## config.mk

```make
export PLATFORM = sky130hd
export DESIGN_NAME = multicycle_ctrl
export DESIGN_NICKNAME = d
export VERILOG_FILES = /design/src/rtl/ctrl_pkg.sv /design/src/rtl/multicycle_ctrl_if.sv /design/src/rtl/multicycle_ctrl_timer.sv /design/src/rtl/multicycle_ctrl.sv
export SDC_FILE = /design/constraint.sdc
export NUM_CORES = 1
export LEC_CHECK = 0
export ABC_AREA = 1
export ABC_CLOCK_PERIOD_IN_PS = 1500
export CORE_MARGIN = 3
export CORE_UTILIZATION = 40
export DETAILED_ROUTE_END_ITERATION = 7
export PLACE_DENSITY = 0.71
export SLEW_MARGIN = 20
export SYNTH_ARGS = -nofsm -noshare
export SYNTH_HDL_FRONTEND = slang
export SYNTH_SLANG_ARGS = --single-unit
```

## constraint.sdc

```tcl
create_clock -name clk -period 1.5 [get_ports clk]
set_input_delay 0.15 -clock clk [delete_from_list [all_inputs] [get_ports clk]]
set_output_delay 0.15 -clock clk [all_outputs]
set_load 0.01 [all_outputs]
```

## src/rtl/ctrl_pkg.sv

```systemverilog
// Shared encodings for the multi-cycle processor control path:
// FSM states, opcode constants and ALU function codes.
package ctrl_pkg;

  typedef enum logic [2:0] {
    S_IDLE   = 3'd0,
    S_FETCH  = 3'd1,
    S_DECODE = 3'd2,
    S_EXEC   = 3'd3,
    S_MEM    = 3'd4,
    S_WB     = 3'd5,
    S_HALT   = 3'd6,
    S_FAULT  = 3'd7
  } state_e;

  localparam logic [3:0] OP_LOAD  = 4'b1000;
  localparam logic [3:0] OP_STORE = 4'b1001;
  localparam logic [3:0] OP_BEQZ  = 4'b1010;
  localparam logic [3:0] OP_JMP   = 4'b1011;
  localparam logic [3:0] OP_HALT  = 4'b1111;

  // Address computation for LOAD/STORE reuses the ALU add function.
  localparam logic [2:0] ALU_ADD  = 3'b000;

  function automatic logic is_alu_op(input logic [3:0] op);
    return !op[3];
  endfunction

  function automatic logic is_mem_op(input logic [3:0] op);
    return (op == OP_LOAD) || (op == OP_STORE);
  endfunction

endpackage

```

## src/rtl/multicycle_ctrl_if.sv

```systemverilog
// Handshake between the control FSM and the memory wait timer.
interface mem_wait_if;
  logic clr;
  logic inc;
  logic last;

  modport ctrl  (output clr, output inc, input  last);
  modport timer (input  clr, input  inc, output last);
endinterface

```

## src/rtl/multicycle_ctrl_timer.sv

```systemverilog
// Memory wait counter: cleared on MEM entry, counts not-ready cycles and
// flags the final permitted cycle so the FSM can fault on it.
module mem_wait_timer #(
  parameter int unsigned MEM_TIMEOUT = 15
) (
  input  logic        clk,
  input  logic        reset,
  mem_wait_if.timer   tmr
);

  logic [7:0] cnt_q, cnt_d;

  always_comb begin
    cnt_d = cnt_q;
    if (tmr.clr)
      cnt_d = '0;
    else if (tmr.inc)
      cnt_d = cnt_q + 8'd1;
  end

  always_ff @(posedge clk) begin
    if (!reset)
      cnt_q <= '0;
    else
      cnt_q <= cnt_d;
  end

  // Last cycle: this not-ready cycle brings the count up to MEM_TIMEOUT.
  assign tmr.last = (cnt_q == 8'(MEM_TIMEOUT - 1));

endmodule

```

## src/rtl/multicycle_ctrl.sv

```systemverilog
// Main control FSM of the 13-bit multi-cycle processor: fetch, decode,
// execute, memory and write-back sequencing plus halt/fault status.
module multicycle_ctrl
  import ctrl_pkg::*;
#(
  parameter int unsigned OPW         = 4,
  parameter int unsigned MEM_TIMEOUT = 15
) (
  input  logic        clk,
  input  logic        reset,
  input  logic        i_Start,
  input  logic [12:0] i_Instr,
  input  logic        i_Zero,
  input  logic        i_MemReady,
  output logic        o_PC,
  output logic        o_PCop,
  output logic [5:0]  o_Branch,
  output logic        o_IRwrite,
  output logic        o_RegWrite,
  output logic        o_MemRead,
  output logic        o_MemWrite,
  output logic [2:0]  o_ALUop,
  output logic        o_Halt,
  output logic        o_Fault,
  output logic [2:0]  o_State
);

  state_e          state_q;
  logic [12:0]     ir_q;
  logic            halt_q;
  logic            fault_q;
  logic [OPW-1:0]  opcode;
  logic            take_branch;
  logic            unused_ir;

  mem_wait_if u_wait_if ();

  mem_wait_timer #(.MEM_TIMEOUT(MEM_TIMEOUT)) u_tmr (
    .clk   (clk),
    .reset (reset),
    .tmr   (u_wait_if.timer)
  );

  assign opcode    = ir_q[12 -: OPW];
  assign unused_ir = ^ir_q[8:6];

  assign u_wait_if.clr = (state_q == S_EXEC) && is_mem_op(opcode);
  assign u_wait_if.inc = (state_q == S_MEM) && !i_MemReady;

  always_ff @(posedge clk) begin
    if (!reset) begin
      state_q <= S_IDLE;
      ir_q    <= '0;
      halt_q  <= 1'b0;
      fault_q <= 1'b0;
    end else begin
      case (state_q)
        S_IDLE:   if (i_Start) state_q <= S_FETCH;
        S_FETCH: begin
          ir_q    <= i_Instr;
          state_q <= S_DECODE;
        end
        S_DECODE: begin
          if (opcode == OP_HALT) begin
            state_q <= S_HALT;
            halt_q  <= 1'b1;
          end else begin
            state_q <= S_EXEC;
          end
        end
        S_EXEC: begin
          if (is_mem_op(opcode))
            state_q <= S_MEM;
          else if (is_alu_op(opcode))
            state_q <= S_WB;
          else
            state_q <= S_FETCH;
        end
        // Ready is tested before the timeout so a late ready still completes.
        S_MEM: begin
          if (i_MemReady)
            state_q <= (opcode == OP_LOAD) ? S_WB : S_FETCH;
          else if (u_wait_if.last) begin
            state_q <= S_FAULT;
            halt_q  <= 1'b1;
            fault_q <= 1'b1;
          end
        end
        S_WB:     state_q <= S_FETCH;
        default:  state_q <= state_q;
      endcase
    end
  end

  assign take_branch = (state_q == S_EXEC) &&
                       ((opcode == OP_JMP) || ((opcode == OP_BEQZ) && i_Zero));

  always_comb begin
    o_PC       = (state_q == S_FETCH) || take_branch;
    o_PCop     = take_branch;
    o_IRwrite  = (state_q == S_FETCH);
    o_RegWrite = (state_q == S_WB);
    o_MemRead  = (state_q == S_MEM) && (opcode == OP_LOAD);
    o_MemWrite = (state_q == S_MEM) && (opcode == OP_STORE);
    o_ALUop    = ALU_ADD;
    if ((state_q == S_EXEC) && is_alu_op(opcode))
      o_ALUop = opcode[2:0];
  end

  assign o_Branch = ir_q[5:0];
  assign o_Halt   = halt_q;
  assign o_Fault  = fault_q;
  assign o_State  = state_q;

endmodule

```

==> flow_metrics.env, run 1 <==
export IMPL_status="complete, but fails checks"
export IMPL_failed_checks="setup timing"
export IMPL_cts_hold_buf=0
export IMPL_nNetsFinal=258
export IMPL_hpwl_um=2520
export IMPL_hold_violations=0
export IMPL_start_kind="flip-flop"
export IMPL_hold_class="primary input to flip-flop"
export IMPL_worstSetupStartpoint="o_State[2]"
export IMPL_io_buffer_count=34
export IMPL_drt_iter0_drc=49
export IMPL_dp_slack_ns=-0.214
export IMPL_end_kind="output pin"
export IMPL_nFillCells=280
export IMPL_power_per_cell_area_mw_per_mm2=1360
export IMPL_numCtsBuffers=3
export IMPL_antennaDiodeCount=0
export IMPL_drc=0
export IMPL_multi_input_area_um2=691
export IMPL_syn_avg_cell_area_um2=6.67
export IMPL_drt_vias_per_instance=4.84
export IMPL_ys_ff_latch=23
export IMPL_cts_sinks=23
export IMPL_grt_remaining_overflow=0
export IMPL_grt_max_degree=16
export IMPL_via_count=1350
export IMPL_drive_gt1_share_pct=24.1
export IMPL_post_route_period_util_pct=100
export IMPL_fin_skew_ns=0.00892
export IMPL_worstMarginPinSlew_ns=0.254
export IMPL_boundaryPins=38
export IMPL_fmaxAchievable_ghz=0.666
export IMPL_r2r_start="o_State[1]"
export IMPL_grt_pass1_vias=1376
export IMPL_ir_worst_vdd_mv=0.800
export IMPL_cts_root_buf="clkbuf_4"
export IMPL_relSlewSlack_pct=83.0
export IMPL_routed_wirelength_um=3240
export IMPL_core_mm2=0.00288
export IMPL_synthesis_nets=208
export IMPL_final_common_cell="nand2_1"
export IMPL_antenna_found_initial=0
export IMPL_p_leak_nw=0.804
export IMPL_rsz0062_at_grt="true"
export IMPL_worstPathRequired_ns=1.35
export IMPL_maxCapViolations=0
export IMPL_drv_slew=0
export IMPL_cp_arrival_ns=1.35
export IMPL_avgRoutedWirePerCell_um=11.6
export IMPL_cts_clk_slew_worst_paths_ns=0.13
export IMPL_finalSetupViolations=1
export IMPL_critPathKind="flip-flop to output pin"
export IMPL_fp_row_count=19
export IMPL_cts_max_path_buffers=2
export IMPL_fin_crit_ns=1.50
export IMPL_synth_cells=188
export IMPL_yosysWarningCount=0
export IMPL_setup_slack_ns=-0.00165
export IMPL_seq_area_frac_synth_pct=36.7
export IMPL_worstHoldStart="i_Instr[3]"
export IMPL_die_area_mm2=0.00384
export IMPL_clock_latency_ns=0.31
export IMPL_tritoncts="done"
export IMPL_start_util_pct=43.6
export IMPL_synth_cell_types=24
export IMPL_die_width_um=62.0
export IMPL_synthesis_area_mm2=0.00125
export IMPL_worst_path_max_fanout=4
export IMPL_syn2layout_area_growth_pct=42.1
export IMPL_drt_pass1_iter_count=4
export IMPL_fin_tns_setup_ns=-0.00165
export IMPL_seqCellArea_um2=472
export IMPL_place_congestion=0.804
export IMPL_track_usage_pct=19.3
export IMPL_cts_htree_levels=1
export IMPL_final_cell_mix="nand2_1 (47), clkdlybuf4s50_1 (22), a21oi_1 (21)"
export IMPL_final_util_pct=61.9
export IMPL_ant_nets=0
export IMPL_die_y_um=62.0
export IMPL_grt_first_pass_wirelength_um=5690
==> synth_stat cells <==
master	number	area, um2
nor2_1	22	82.6
nand4_1	3	18.8
xor2_1	1	8.76
buf_4	7	52.6
nand3b_4	1	20.0
nand2_1	50	188
inv_1	22	82.6
o21ai_1	1	5.00
clkinv_1	1	3.75
nor3_1	1	5.00
nand3_1	8	40.0
ha_1	2	25.0
o21ai_0	11	55.1
inv_2	4	15.0
a21oi_1	21	105
nor2_4	1	11.3
nor4_2	1	12.5
o21ai_2	1	8.76
nor2_2	2	12.5
a21o_1	1	7.51
nand3b_1	1	7.51
or2_1	1	6.26
dfxtp_1	23	460
nand3_2	2	20.0
==> what timing repair did <==
item,4_1_cts,5_1_grt
endpoints found under the setup margin,12,13
buffers inserted,1,0
resized for setup,41,19
pin swaps,2,5
==> flip-flops by register name, summed over array words and instances (netlist names) <==
name and cells:
ir_q 10, o_Fault 1, o_Halt 1, o_State 3, u_tmr.cnt_q 8
==> final timing paths <==
path | depth (start not counted) | end | slack, ns
min reg2reg | 2 | ir_q[3] | 0.47
max reg2reg | 8 | o_State[0] | 0.11
max | 6 | o_PC | -0.002
min | 3 | ir_q[3] | 0.39
==> logic make-up after synthesis <==
| kind of cell | count (synthesis) | synth area share [%] |
|---|---|---|
| compound gates | 35 | 14.5 |
| xor+xnor | 1 | 0.699 |
| fa+ha+maj | 2 | 2.00 |
| buf+inv | 34 | 12.3 |
| flops | 23 | 36.7 |
| simple gates | 93 | 33.8 |
==> layout make-up <==
class | count | share of cell area (%)
tap | 42 | 2.95
clock inverter | 1 | 0.281
timing repair buffer | 52 | 24.4
clock buffer | 3 | 1.26
multi-input combinational | 131 | 38.8
inverter | 27 | 5.83
sequential | 23 | 26.5
==> stage by stage <==
step / instance area, um2 / power [mW] / hold slack [ns] / instances
final: 1780 / 2.42 / 0.385 / 279
after global placement: 1720 / 2.00 / 0.453 / 274
after floorplan: 1250 / 1.47 / 0.271 / 188
after CTS: 1760 / 2.35 / 0.374 / 279
after global routing: 1780 / 2.62 / 0.383 / 279
after detailed placement: 1720 / 2.04 / 0.457 / 274
==> routing by layer <==
layer / track usage, % / share of wire [%] / vias up / wire [um]
li1: - / - / 690 / -
met1: 22.8 / 42 / 625 / 1360
met2: 35.4 / 51 / 33 / 1660
met3: 4.13 / 6.5 / 2 / 212
met4: 4.55 / 0.43 / 0 / 14
met5: 0 / 0 / - / 0
==> critical path, stage by stage (launching register included) <==
cell     delay (ns)
dfxtp_2        0.36
inv_2          0.05
buf_4          0.15
nand3_4        0.08
inv_2          0.05
or2_1          0.21
buf_2          0.14
==> power by group <==
| group | switching (mW) | internal (mW) | total [mW] | leakage [nW] |
|---|---|---|---|---|
| Sequential | 0.123 | 0.756 | 0.880 | 0.190 |
| Clock | 0.191 | 0.0996 | 0.291 | 0.0177 |
| Combinational | 0.646 | 0.601 | 1.25 | 0.597 |
(Power assumes the default switching activity.)
==> inputs of run 2 (changes only) <==
==> constraint.sdc (replaced) <==
create_clock -name clk -period 1.5 [get_ports clk]
set_input_delay 0.15 -clock clk [delete_from_list [all_inputs] [get_ports clk]]
set_output_delay 0.15 -clock clk [all_outputs]
set_load 0.005 [all_outputs]
==> run 2 against run 1 <==
  * Setup slack gained 0.036 ns
  * Hold slack about the same
  * Combinational power is essentially flat
  * Clock power down 2%
  * Total power down 0.28%
  * Sequential share of layout area down 0.37 points
  * Critical endpoint is now o_State[2]
  * Highest routed layer unchanged
  * The run now ends clean
  * Clock-buffer cell count did not move
  * Critical path depth decreased by 4
  * Cell count down 0.36%
  * Sequential power decreased by 2%
  * Via count decreased by 2.7%
==> flow_metrics.env, run 2 (same netlist as run 1, synthesis figures left out) <==
export IMPL_status="complete, no violations"
export IMPL_grt_max_degree=16
export IMPL_via_count=1313
export IMPL_boundaryPins=38
export IMPL_final_common_cell="nand2_1"
export IMPL_nNetsFinal=257
export IMPL_avgRoutedWirePerCell_um=11.5
export IMPL_slowest_stage="clkdlybuf4s50_1"
export IMPL_die_width_um=62.0
export IMPL_finalSetupViolations=0
export IMPL_final_util_pct=63.0
export IMPL_final_area_mm2=0.00181
export IMPL_syn2layout_area_growth_pct=44.5
export IMPL_hpwl_um=2440
export IMPL_fp_row_count=19
export IMPL_start_util_pct=43.6
export IMPL_numCtsBuffers=3
export IMPL_crit_chain="buf_6, clkdlybuf4s50_1"
export IMPL_cts_htree_levels=1
export IMPL_fin_crit_ns=1.47
export IMPL_crit_family="buffers and inverters"
export IMPL_critPathKind="flip-flop to output pin"
export IMPL_fmaxAchievable_ghz=0.682
export IMPL_cts_root_buf="clkbuf_4"
export IMPL_tritoncts="done"
export IMPL_drt_vias_per_instance=4.72
export IMPL_place_congestion=0.807
export IMPL_p_leak_nw=0.809
export IMPL_antennaDiodeCount=0
export IMPL_start_kind="flip-flop"
export IMPL_worst_path_max_fanout=6
export IMPL_final_cell_mix="nand2_1 (48), clkdlybuf4s50_1 (24), a21oi_1 (21)"
export IMPL_end_kind="output pin"
export IMPL_grt_pass1_vias=1278
export IMPL_drive_gt1_share_pct=24.6
export IMPL_nFillCells=250
export IMPL_placed_area_mm2=0.00169
export IMPL_power_per_cell_area_mw_per_mm2=1330
export IMPL_slowest_delay_ns=0.50
export IMPL_ir_worst_vdd_mv=0.661
export IMPL_antenna_found_initial=0
export IMPL_cts_max_path_buffers=2
export IMPL_core_mm2=0.00288
export IMPL_largest_register="ir_q"
export IMPL_hold_class="primary input to flip-flop"
export IMPL_clock_latency_ns=0.31
export IMPL_seqCellArea_um2=473
export IMPL_numPlacedInstances=270
export IMPL_drc=0
export IMPL_worst_path_buf_inv=2
export IMPL_track_usage_pct=18.6
export IMPL_drt_iter0_drc=63
export IMPL_ant_nets=0
export IMPL_relSlewSlack_pct=81.0
export IMPL_drt_pass1_iter_count=5
export IMPL_stdcell_count=278
export IMPL_die_area_mm2=0.00384
export IMPL_post_route_period_util_pct=97.7
export IMPL_hold_violations=0
export IMPL_multi_input_area_um2=704
export IMPL_worstMarginPinSlew_ns=0.285
export IMPL_rsz0062_at_grt="true"
export IMPL_cts_sinks=23
export IMPL_maxCapViolations=0
export IMPL_die_y_um=62.0
export IMPL_cts_clk_slew_worst_paths_ns=0.13
export IMPL_largest_register_ffs=10
export IMPL_fin_skew_ns=0.00190
export IMPL_grt_first_pass_wirelength_um=5380
export IMPL_routed_wirelength_um=3200
export IMPL_drv_slew=0
export IMPL_grt_remaining_overflow=0
export IMPL_io_buffer_count=34
export IMPL_worstPathRequired_ns=1.35
export IMPL_cp_arrival_ns=1.32
run 2: changes by cell type in the layout (fill, tap and decap cells not counted), sizes merged:
cell           previous run  this run
dlygate4sd2               3         2
buf                      25        23
clkdlybuf4s50            22        24
dlymetal6s2s              0         1
clkdlybuf4s15             1         0
run 2: where the power goes:
| group | switching (mW) | leakage, nW | internal (mW) | total (mW) |
|---|---|---|---|---|
| Combinational | 0.635 | 0.602 | 0.627 | 1.26 |
| Sequential | 0.107 | 0.190 | 0.758 | 0.865 |
| Clock | 0.186 | 0.0177 | 0.0995 | 0.285 |
run 2: stage by stage:
| stage | hold WS, ns | TNS, ns | total power [mW] | worst slack [ns] |
|---|---|---|---|---|
| after floorplan | 0.271 | 0 | 1.43 | 0.344 |
| after global placement | 0.453 | -0.288 | 1.90 | -0.155 |
| after detailed placement | 0.459 | -0.237 | 1.93 | -0.134 |
| after CTS | 0.380 | -0.146 | 2.29 | -0.0647 |
| after global routing | 0.373 | -0.0916 | 2.60 | -0.0535 |
| final | 0.386 | 0 | 2.41 | 0.0340 |
run 2: worst paths after layout:
kind / from / endpoint / slack [ns] / cells after the start
setup / recovery: o_State[2] / o_State[2] / 0.03 / 2
hold / removal: i_Instr[4] / ir_q[4] / 0.39 / 3
setup reg to reg: o_State[1] / o_State[1] / 0.12 / 9
hold reg to reg: ir_q[4] / ir_q[4] / 0.48 / 2
run 2: final cells by class:
type	count	area share [%]
multi-input combinational	131	38.9
sequential	23	26.1
timing repair buffer	51	24.7
inverter	27	5.87
tap	42	2.90
clock buffer	3	1.24
clock inverter	1	0.276
run 2: worst register-to-register path: cells and delay by family (launching register included):
family | cells | cell delay, ns
buf+inv | 3 | 0.46
flops | 1 | 0.38
simple gates | 6 | 0.49
run 2: what timing repair did:
item                                    CTS  global route
setup buffers                             3             1
hold endpoints to repair                  0             0
gates resized for setup                  35            27
endpoints found under the setup margin   11            16
pin swaps                                 3             6
hold buffers                              0             0
run 2: per-layer routing:
layer	up-vias	GRT usage, %	part of all wire, %
met2	31	32.5	50
met3	2	7.23	6.9
met5	-	0	0
met1	594	22.0	43
met4	0	2.73	0.47
li1	686	-	-
==> inputs of run 3 (changes only) <==
--- a/config.mk
+++ b/config.mk
@@ -11,6 +11,7 @@
 export CORE_UTILIZATION = 40
 export DETAILED_ROUTE_END_ITERATION = 7
 export PLACE_DENSITY = 0.71
+export RECOVER_POWER = 50
 export SLEW_MARGIN = 20
 export SYNTH_ARGS = -nofsm -noshare
 export SYNTH_HDL_FRONTEND = slang
==> run 3 against run 2 <==
  * Global-route usage is the same
  * Register-to-register slack is essentially flat
  * Die area is the same
  * Routed wire length grew 0.34%
  * Total power shrank 0.28%
  * Utilization shrank 0.087 points
  * Cell count is the same
  * First-iteration DRC count shrank 1.6%
  * Non-clock buffer count is the same
  * Critical path depth is the same
  * Via count is essentially flat
  * Critical path type unchanged
  * Highest routed layer unchanged
==> flow_metrics.env, run 3 (same netlist as run 1, synthesis figures left out) <==
export IMPL_antenna_found_initial=0
export IMPL_largest_register_ffs=10
export IMPL_ant_nets=0
export IMPL_drt_iter0_drc=62
export IMPL_multi_input_area_um2=704
export IMPL_slowest_stage="clkdlybuf4s50_1"
export IMPL_clock_latency_ns=0.31
export IMPL_largest_register="ir_q"
export IMPL_worstPathRequired_ns=1.35
export IMPL_drt_pass1_iter_count=4
export IMPL_fin_tns_setup_ns=0
export IMPL_cts_max_path_buffers=2
export IMPL_cp_arrival_ns=1.32
export IMPL_cts_sinks=23
export IMPL_use_met3_pct=7.23
export IMPL_nNetsFinal=257
export IMPL_die_width_um=62.0
export IMPL_maxCapViolations=0
export IMPL_die_y_um=62.0
export IMPL_cts_root_buf="clkbuf_4"
export IMPL_ir_worst_vdd_mv=0.660
export IMPL_final_area_mm2=0.00181
export IMPL_drive_gt1_share_pct=24.6
export IMPL_core_mm2=0.00288
export IMPL_drc=0
export IMPL_track_usage_pct=18.6
export IMPL_drt_vias_per_instance=4.73
export IMPL_fin_crit_ns=1.47
export IMPL_rsz0062_at_grt="true"
export IMPL_grt_first_pass_wirelength_um=5380
export IMPL_fmaxAchievable_ghz=0.682
export IMPL_routed_wirelength_um=3210
export IMPL_crit_chain="buf_6, clkdlybuf4s50_1"
export IMPL_worstMarginPinSlew_ns=0.293
export IMPL_fp_row_count=19
export IMPL_gr_usage_met1_pct=22.0
export IMPL_stdcell_count=278
export IMPL_relSlewSlack_pct=80.5
export IMPL_hold_class="primary input to flip-flop"
export IMPL_placed_area_mm2=0.00169
export IMPL_worst_path_buf_inv=2
export IMPL_die_area_mm2=0.00384
export IMPL_syn2layout_area_growth_pct=44.3
export IMPL_fin_skew_ns=0.00245
export IMPL_end_kind="output pin"
export IMPL_grt_busiest_layer="met2"
export IMPL_numPlacedInstances=270
export IMPL_worst_path_max_fanout=6
export IMPL_finalPower_mw=2.40
export IMPL_seqCellArea_um2=473
export IMPL_met2_usage_pct=32.5
export IMPL_antennaDiodeCount=0
export IMPL_nFillCells=249
export IMPL_start_util_pct=43.6
export IMPL_slowest_delay_ns=0.50
export IMPL_p_leak_nw=0.809
export IMPL_grt_remaining_overflow=0
export IMPL_power_per_cell_area_mw_per_mm2=1330
export IMPL_status="complete, no violations"
export IMPL_final_common_cell="nand2_1"
export IMPL_critPathKind="flip-flop to output pin"
export IMPL_final_util_pct=62.9
export IMPL_grt_pass1_vias=1278
export IMPL_cts_htree_levels=1
export IMPL_io_buffer_count=34
export IMPL_via_count=1314
export IMPL_drv_slew=0
export IMPL_hpwl_um=2440
export IMPL_boundaryPins=38
export IMPL_finalSetupViolations=0
export IMPL_crit_family="buffers and inverters"
export IMPL_start_kind="flip-flop"
export IMPL_cts_clk_slew_worst_paths_ns=0.13
export IMPL_place_congestion=0.807
export IMPL_post_route_period_util_pct=97.7
export IMPL_grt_max_degree=16
export IMPL_numCtsBuffers=3
export IMPL_hold_violations=0
export IMPL_tritoncts="done"
export IMPL_avgRoutedWirePerCell_um=11.5
export IMPL_final_cell_mix="nand2_1 (48), clkdlybuf4s50_1 (24), a21oi_1 (21)"
-- run 3: report_power, final --
part	switching (mW)	total, mW	internal [mW]
clock network	0.185	0.285	0.0995
registers	0.107	0.865	0.758
logic	0.637	1.26	0.619
-- run 3: area by class of cell --
type	instances	area share, %
Clock inverter	1	0.277
Tap cell	42	2.90
Clock buffer	3	1.24
Timing Repair Buffer	51	24.6
Inverter	27	5.88
Multi-Input combinational cell	131	38.9
Sequential cell	23	26.1
-- run 3: final timing paths --
| path | start | slack (ns) | end | cells past startpoint |
|---|---|---|---|---|
| worst max-delay path | o_State[2] | 0.03 | o_State[2] | 2 |
| worst min-delay path | i_Instr[4] | 0.39 | ir_q[4] | 3 |
| worst max register to register | o_State[1] | 0.12 | o_State[1] | 9 |
| worst min register to register | ir_q[4] | 0.48 | ir_q[4] | 2 |
-- run 3: tightest hold or removal path, cell delays in order --
cell             delay [ns]
clkdlybuf4s50_1        0.39
nand2_1                0.07
a21oi_1                0.05
-- run 3: repair_timing --
item,CTS,global route
pin swaps,3,6
hold buffers,0,0
resized for setup,35,27
setup endpoints to repair,11,16
setup buffers,3,1
endpoints found under the hold margin,0,0
-- run 3: metrics by stage --
| stage | worst slack (ns) | hold WS, ns |
|---|---|---|
| final | 0.0344 | 0.386 |
| after detailed placement | -0.134 | 0.459 |
| after global placement | -0.155 | 0.453 |
| after floorplan | 0.344 | 0.271 |
| after CTS | -0.0647 | 0.380 |
| after global routing | -0.0535 | 0.373 |
-- run 3: per-layer routing --
layer / wire (um) / part of all wire (%) / vias to the layer above
li1: - / - / 687
met2: 1600 / 50 / 31
met5: 0 / 0 / -
met1: 1370 / 43 / 594
met4: 15 / 0.47 / 0
met3: 222 / 6.9 / 2
==> RTL edit 1 (config.mk and constraints of run 2) <==
`MEM_TIMEOUT` is set to 15 in 2 places; all go to 7.
--- a/src/rtl/multicycle_ctrl_timer.sv
+++ b/src/rtl/multicycle_ctrl_timer.sv
@@ -2,5 +2,5 @@
 // flags the final permitted cycle so the FSM can fault on it.
 module mem_wait_timer #(
-  parameter int unsigned MEM_TIMEOUT = 15
+  parameter int unsigned MEM_TIMEOUT = 7
 ) (
   input  logic        clk,
--- a/src/rtl/multicycle_ctrl.sv
+++ b/src/rtl/multicycle_ctrl.sv
@@ -5,5 +5,5 @@
 #(
   parameter int unsigned OPW         = 4,
-  parameter int unsigned MEM_TIMEOUT = 15
+  parameter int unsigned MEM_TIMEOUT = 7
 ) (
   input  logic        clk,
Formal check against the unedited RTL: no difference found for any inputs over 10 cycles, from zero or initial values and one cycle with reset low; that may be too few to reach the edited logic, so the function may still have changed.
==> RTL edit 1 against run 2 <==
Design area fell by 4.3%. Worst setup slack improved by 0.035 ns. Fmax rose by 2.4%. Core utilization fell by 1.2 points. Wire length fell by 2.4%. Largest cell class unchanged. Area after synthesis fell by 4.8%. Sequential cell count did not move. Power fell by 0.83%.
==> RTL edit 1: results (changes against run 2) <==
stage	metric	value	unit	change
run_status	status	complete, no violations		unchanged
layout	drive_gt1_share	26.2	%	was 24.6%
yosys	synth.distinct_cells	22		was 24
route	drt-total-wl	3.12	mm	was 3.20 mm
yosys	synth-compound-area-share	15.9	%	was 14.5%
grt	grt_pass1_wl	4.77	mm	was 5.38 mm
layout	final_cells	260		was 278
layout	n_fill_cell	278		was 250
setup_path	worst-path-max-fanout	3		was 6
route	via_count	1315		was 1313
setup_path	cpMaxStageDelayCell	dfxtp_4		was clkdlybuf4s50_1
placed_design	place_congestion	0.867		was 0.807
yosys	synth.net_count	198		was 208
placed_design	place_inst	252		was 270
setup_path	startpoint	o_State[1]		was o_State[2]
sta	skew	0.00895	ns	was 0.00190 ns
grt	grt_use_total	17.2	%	was 18.6%
yosys	ys_seq_area_share	38.6	%	was 36.7%
placed_design	place_area	1640	um2	was 1690 um2
sta	tightest_slew	0.338	ns	was 0.285 ns
power_and_ir_drop	intPower	1.47	mW	was 1.48 mW
yosys	syn_inst	178		was 188
yosys	synth_area_leaders	dfxtp_1, nand2_1, a21oi_1, nor2_1, inv_1		was dfxtp_1, nand2_1, a21oi_1, inv_1, nor2_1
yosys	synth_xor_area_share	0	%	was 0.699%
placed_design	pre_cts_ws	-0.147	ns	was -0.134 ns
==> RTL edit 1: changes by cell type after synthesis, sizes merged, moves of 2 or more <==
cell / delta
a21oi: +2
nor3: +4
nand4: -3
nor2: +2
inv: -4
nand3: +3
nand2: -9
nand3b: -2
==> RTL edit 1: cell families after synthesis <==
group / count (synthesis)
buf+inv: 30
flops: 23
simple gates: 87
fa+ha+maj: 2
compound gates: 36
==> RTL edit 1: cell type report <==
| type | count | area (um2) | share of cell area [%] |
|---|---|---|---|
| multi-input cells | 125 | 653 | 37.7 |
| flip-flops and latches | 23 | 468 | 27.0 |
| repair buffers | 54 | 455 | 26.3 |
| inverters | 23 | 91.3 | 5.27 |
| well taps | 31 | 38.8 | 2.24 |
| clock buffers | 3 | 22.5 | 1.30 |
| clock inverters | 1 | 5.00 | 0.289 |
==> RTL edit 1: power by group through the flow <==
stage / logic (mW) / registers, mW / clock network [mW]
detailed placement: 1.09 / 0.834 / 0
global route: 1.38 / 0.853 / 0.337
CTS: 1.17 / 0.830 / 0.305
floorplan: 0.540 / 0.846 / 0
finish: 1.25 / 0.841 / 0.299
global placement: 1.07 / 0.830 / 0
==> RTL edit 1: worst min-delay path, stage by stage <==
cell	delay, ns
clkdlybuf4s50_1	0.40
nand2_1	0.06
a21oi_1	0.05
==> RTL edit 1: final timing paths <==
kind	to	slack, ns	cells past startpoint
setup / recovery	o_PC	0.07	6
hold / removal	ir_q[2]	0.37	3
setup reg to reg	o_State[1]	0.09	8
hold reg to reg	ir_q[0]	0.48	2
==> RTL edit 1: metal layers <==
metal / vias up / routed length (um) / global-route usage [%]
met1: 590 / 1250 / 19.3
met2: 51 / 1600 / 30.4
met4: 0 / 57 / 5.88
met3: 8 / 215 / 5.74
li1: 666 / - / -
met5: - / 0 / 0
==> RTL edit 2 (settings of run 2) <==
Without the edit above. Reset style: asynchronous (`reset`), changed in 2 clocked blocks.
--- a/src/rtl/multicycle_ctrl_timer.sv
+++ b/src/rtl/multicycle_ctrl_timer.sv
@@ -19,5 +19,5 @@
   end
 
-  always_ff @(posedge clk) begin
+  always_ff @(posedge clk or negedge reset) begin
     if (!reset)
       cnt_q <= '0;
--- a/src/rtl/multicycle_ctrl.sv
+++ b/src/rtl/multicycle_ctrl.sv
@@ -48,5 +48,5 @@
   assign u_wait_if.inc = (state_q == S_MEM) && !i_MemReady;
 
-  always_ff @(posedge clk) begin
+  always_ff @(posedge clk or negedge reset) begin
     if (!reset) begin
       state_q <= S_IDLE;
Check against the original RTL: differs if reset is asserted again (counterexample within 4 cycles, from zero or initial values and one cycle with reset low); with reset held inactive, the same outputs for 10 cycles.
==> RTL edit 2 against run 2 <==
The flow now finishes with violations (negative setup slack). Die area rose by 7.7%. Highest routed layer unchanged. Worst setup slack worse by 0.088 ns. Clock skew is 0.0052 ns higher. Wire length grew 9.0%. Critical endpoint is now o_PC. Synthesized cell count increased by 1.6%. Non-clock buffer count up 10. Design area increased by 9.8%. Sequential cell count stayed put. Area after synthesis grew 8.6%. Count of clock-buffer cells in the layout stayed put. Core utilization is 0.11 points higher.
Power is not compared: it rests on default switching activity, and its combinational part moved more than twofold at a synthesized area within 25%.
==> RTL edit 2: results (changes against run 2) <==
stage	metric	value	unit	change
layout	seq_cells	23		unchanged
layout	drive_gt1_share	27.7	%	was 24.6%
route	dr_wl_met2	1.72	mm	was 1.59 mm
placed_design	place_congestion	0.835		was 0.807
yosys	synth_xor_area_share	0.643	%	was 0.699%
route	wl_per_cell	11.9	um	was 11.5 um
setup_path	cp.arrival	1.40	ns	was 1.32 ns
run_status	status	finished, violations left		was complete, no violations
setup_path	reg2reg_setup_slack	0.03	ns	was 0.12 ns
setup_path	crit_end	o_PC		was o_State[2]
sta	setup_violations	4		was 0
yosys	async_reset_ff_share	100	%	was 0%
floorplan	nWellTaps	44		was 42
layout	multi_input_area	722	um2	was 704 um2
setup_path	r2r-end	o_State[2]		was o_State[1]
route	drt_first_pass_iters	4		was 5
route	drt_first_iter_violations	62		was 63
grt	use_met1	22.6	%	was 22.0%
layout	layout.nets	270		was 257
yosys	syn_inst	191		was 188
run_status	violations	negative setup slack		
layout	regArea	578	um2	was 473 um2
sta	setup_slack	-0.0543	ns	was 0.0340 ns
setup_path	ff2ff_path_depth	8		was 9
yosys	synth_flop_cell	dfrtp_1		was dfxtp_1
placed_design	dp_hpwl	2.33	mm	was 2.44 mm
yosys	synthAdderAreaFrac	1.84	%	was 2.00%
yosys	synth-compound-area-share	7.26	%	was 14.5%
grt	grt_pass1_wl	5.86	mm	was 5.38 mm
layout	final_cells	293		was 278
power_and_ir_drop	power	0.983	mW	
sta	fin_hold_ws	0.158	ns	was 0.386 ns
sta	skew	0.00710	ns	was 0.00190 ns
grt	grtUsageMet2	30.4	%	was 32.5%
route	met3_length	163	um	was 221 um
layout	n_fill_cell	289		was 250
setup_path	cpPeakStageDelay	0.45	ns	was 0.50 ns
sta	tns	-0.0836	ns	was 0 ns
grt	use_met3	3.51	%	was 7.23%
yosys	synth_area_leaders	dfrtp_1, nand2_1, nor2_1, nand3_1, inv_1		was dfxtp_1, nand2_1, a21oi_1, inv_1, nor2_1
yosys	synth_top_cells_by_count	nand2_1, dfrtp_1, nor2_1, inv_1, nand3_1		was nand2_1, dfxtp_1, inv_1, nor2_1, a21oi_1
grt	grt_max_degree	24		was 16
RTL edit 2: changes by cell type after synthesis, moves of 2 or more:
| cell | before | now |
|---|---|---|
| nand3_1 | 8 | 15 |
| nand2_2 | 0 | 2 |
| nor3_1 | 1 | 3 |
| nand4_1 | 3 | 1 |
| o21ai_2 | 1 | 3 |
| dfrtp_1 | 0 | 23 |
| a21oi_1 | 21 | 3 |
| inv_1 | 22 | 19 |
| dfxtp_1 | 23 | 0 |
| nand2_1 | 50 | 69 |
RTL edit 2: worst register-to-register path, cell delays in order (launching register included):
cell      delay [ns]
dfrtp_1         0.45
buf_4           0.17
nor2_4          0.11
buf_4           0.14
nand3b_4        0.15
nor2_4          0.16
nor2_2          0.06
nand2_1         0.07
nand2_1         0.06
RTL edit 2: what timing repair did:
action / in CTS / in global routing
pin swaps: 4 / 8
hold buffers: 0 / 0
endpoints found under the setup margin: 12 / 21
buffers inserted: 9 / 2
cloned: 0 / 0
gates resized for setup: 47 / 22
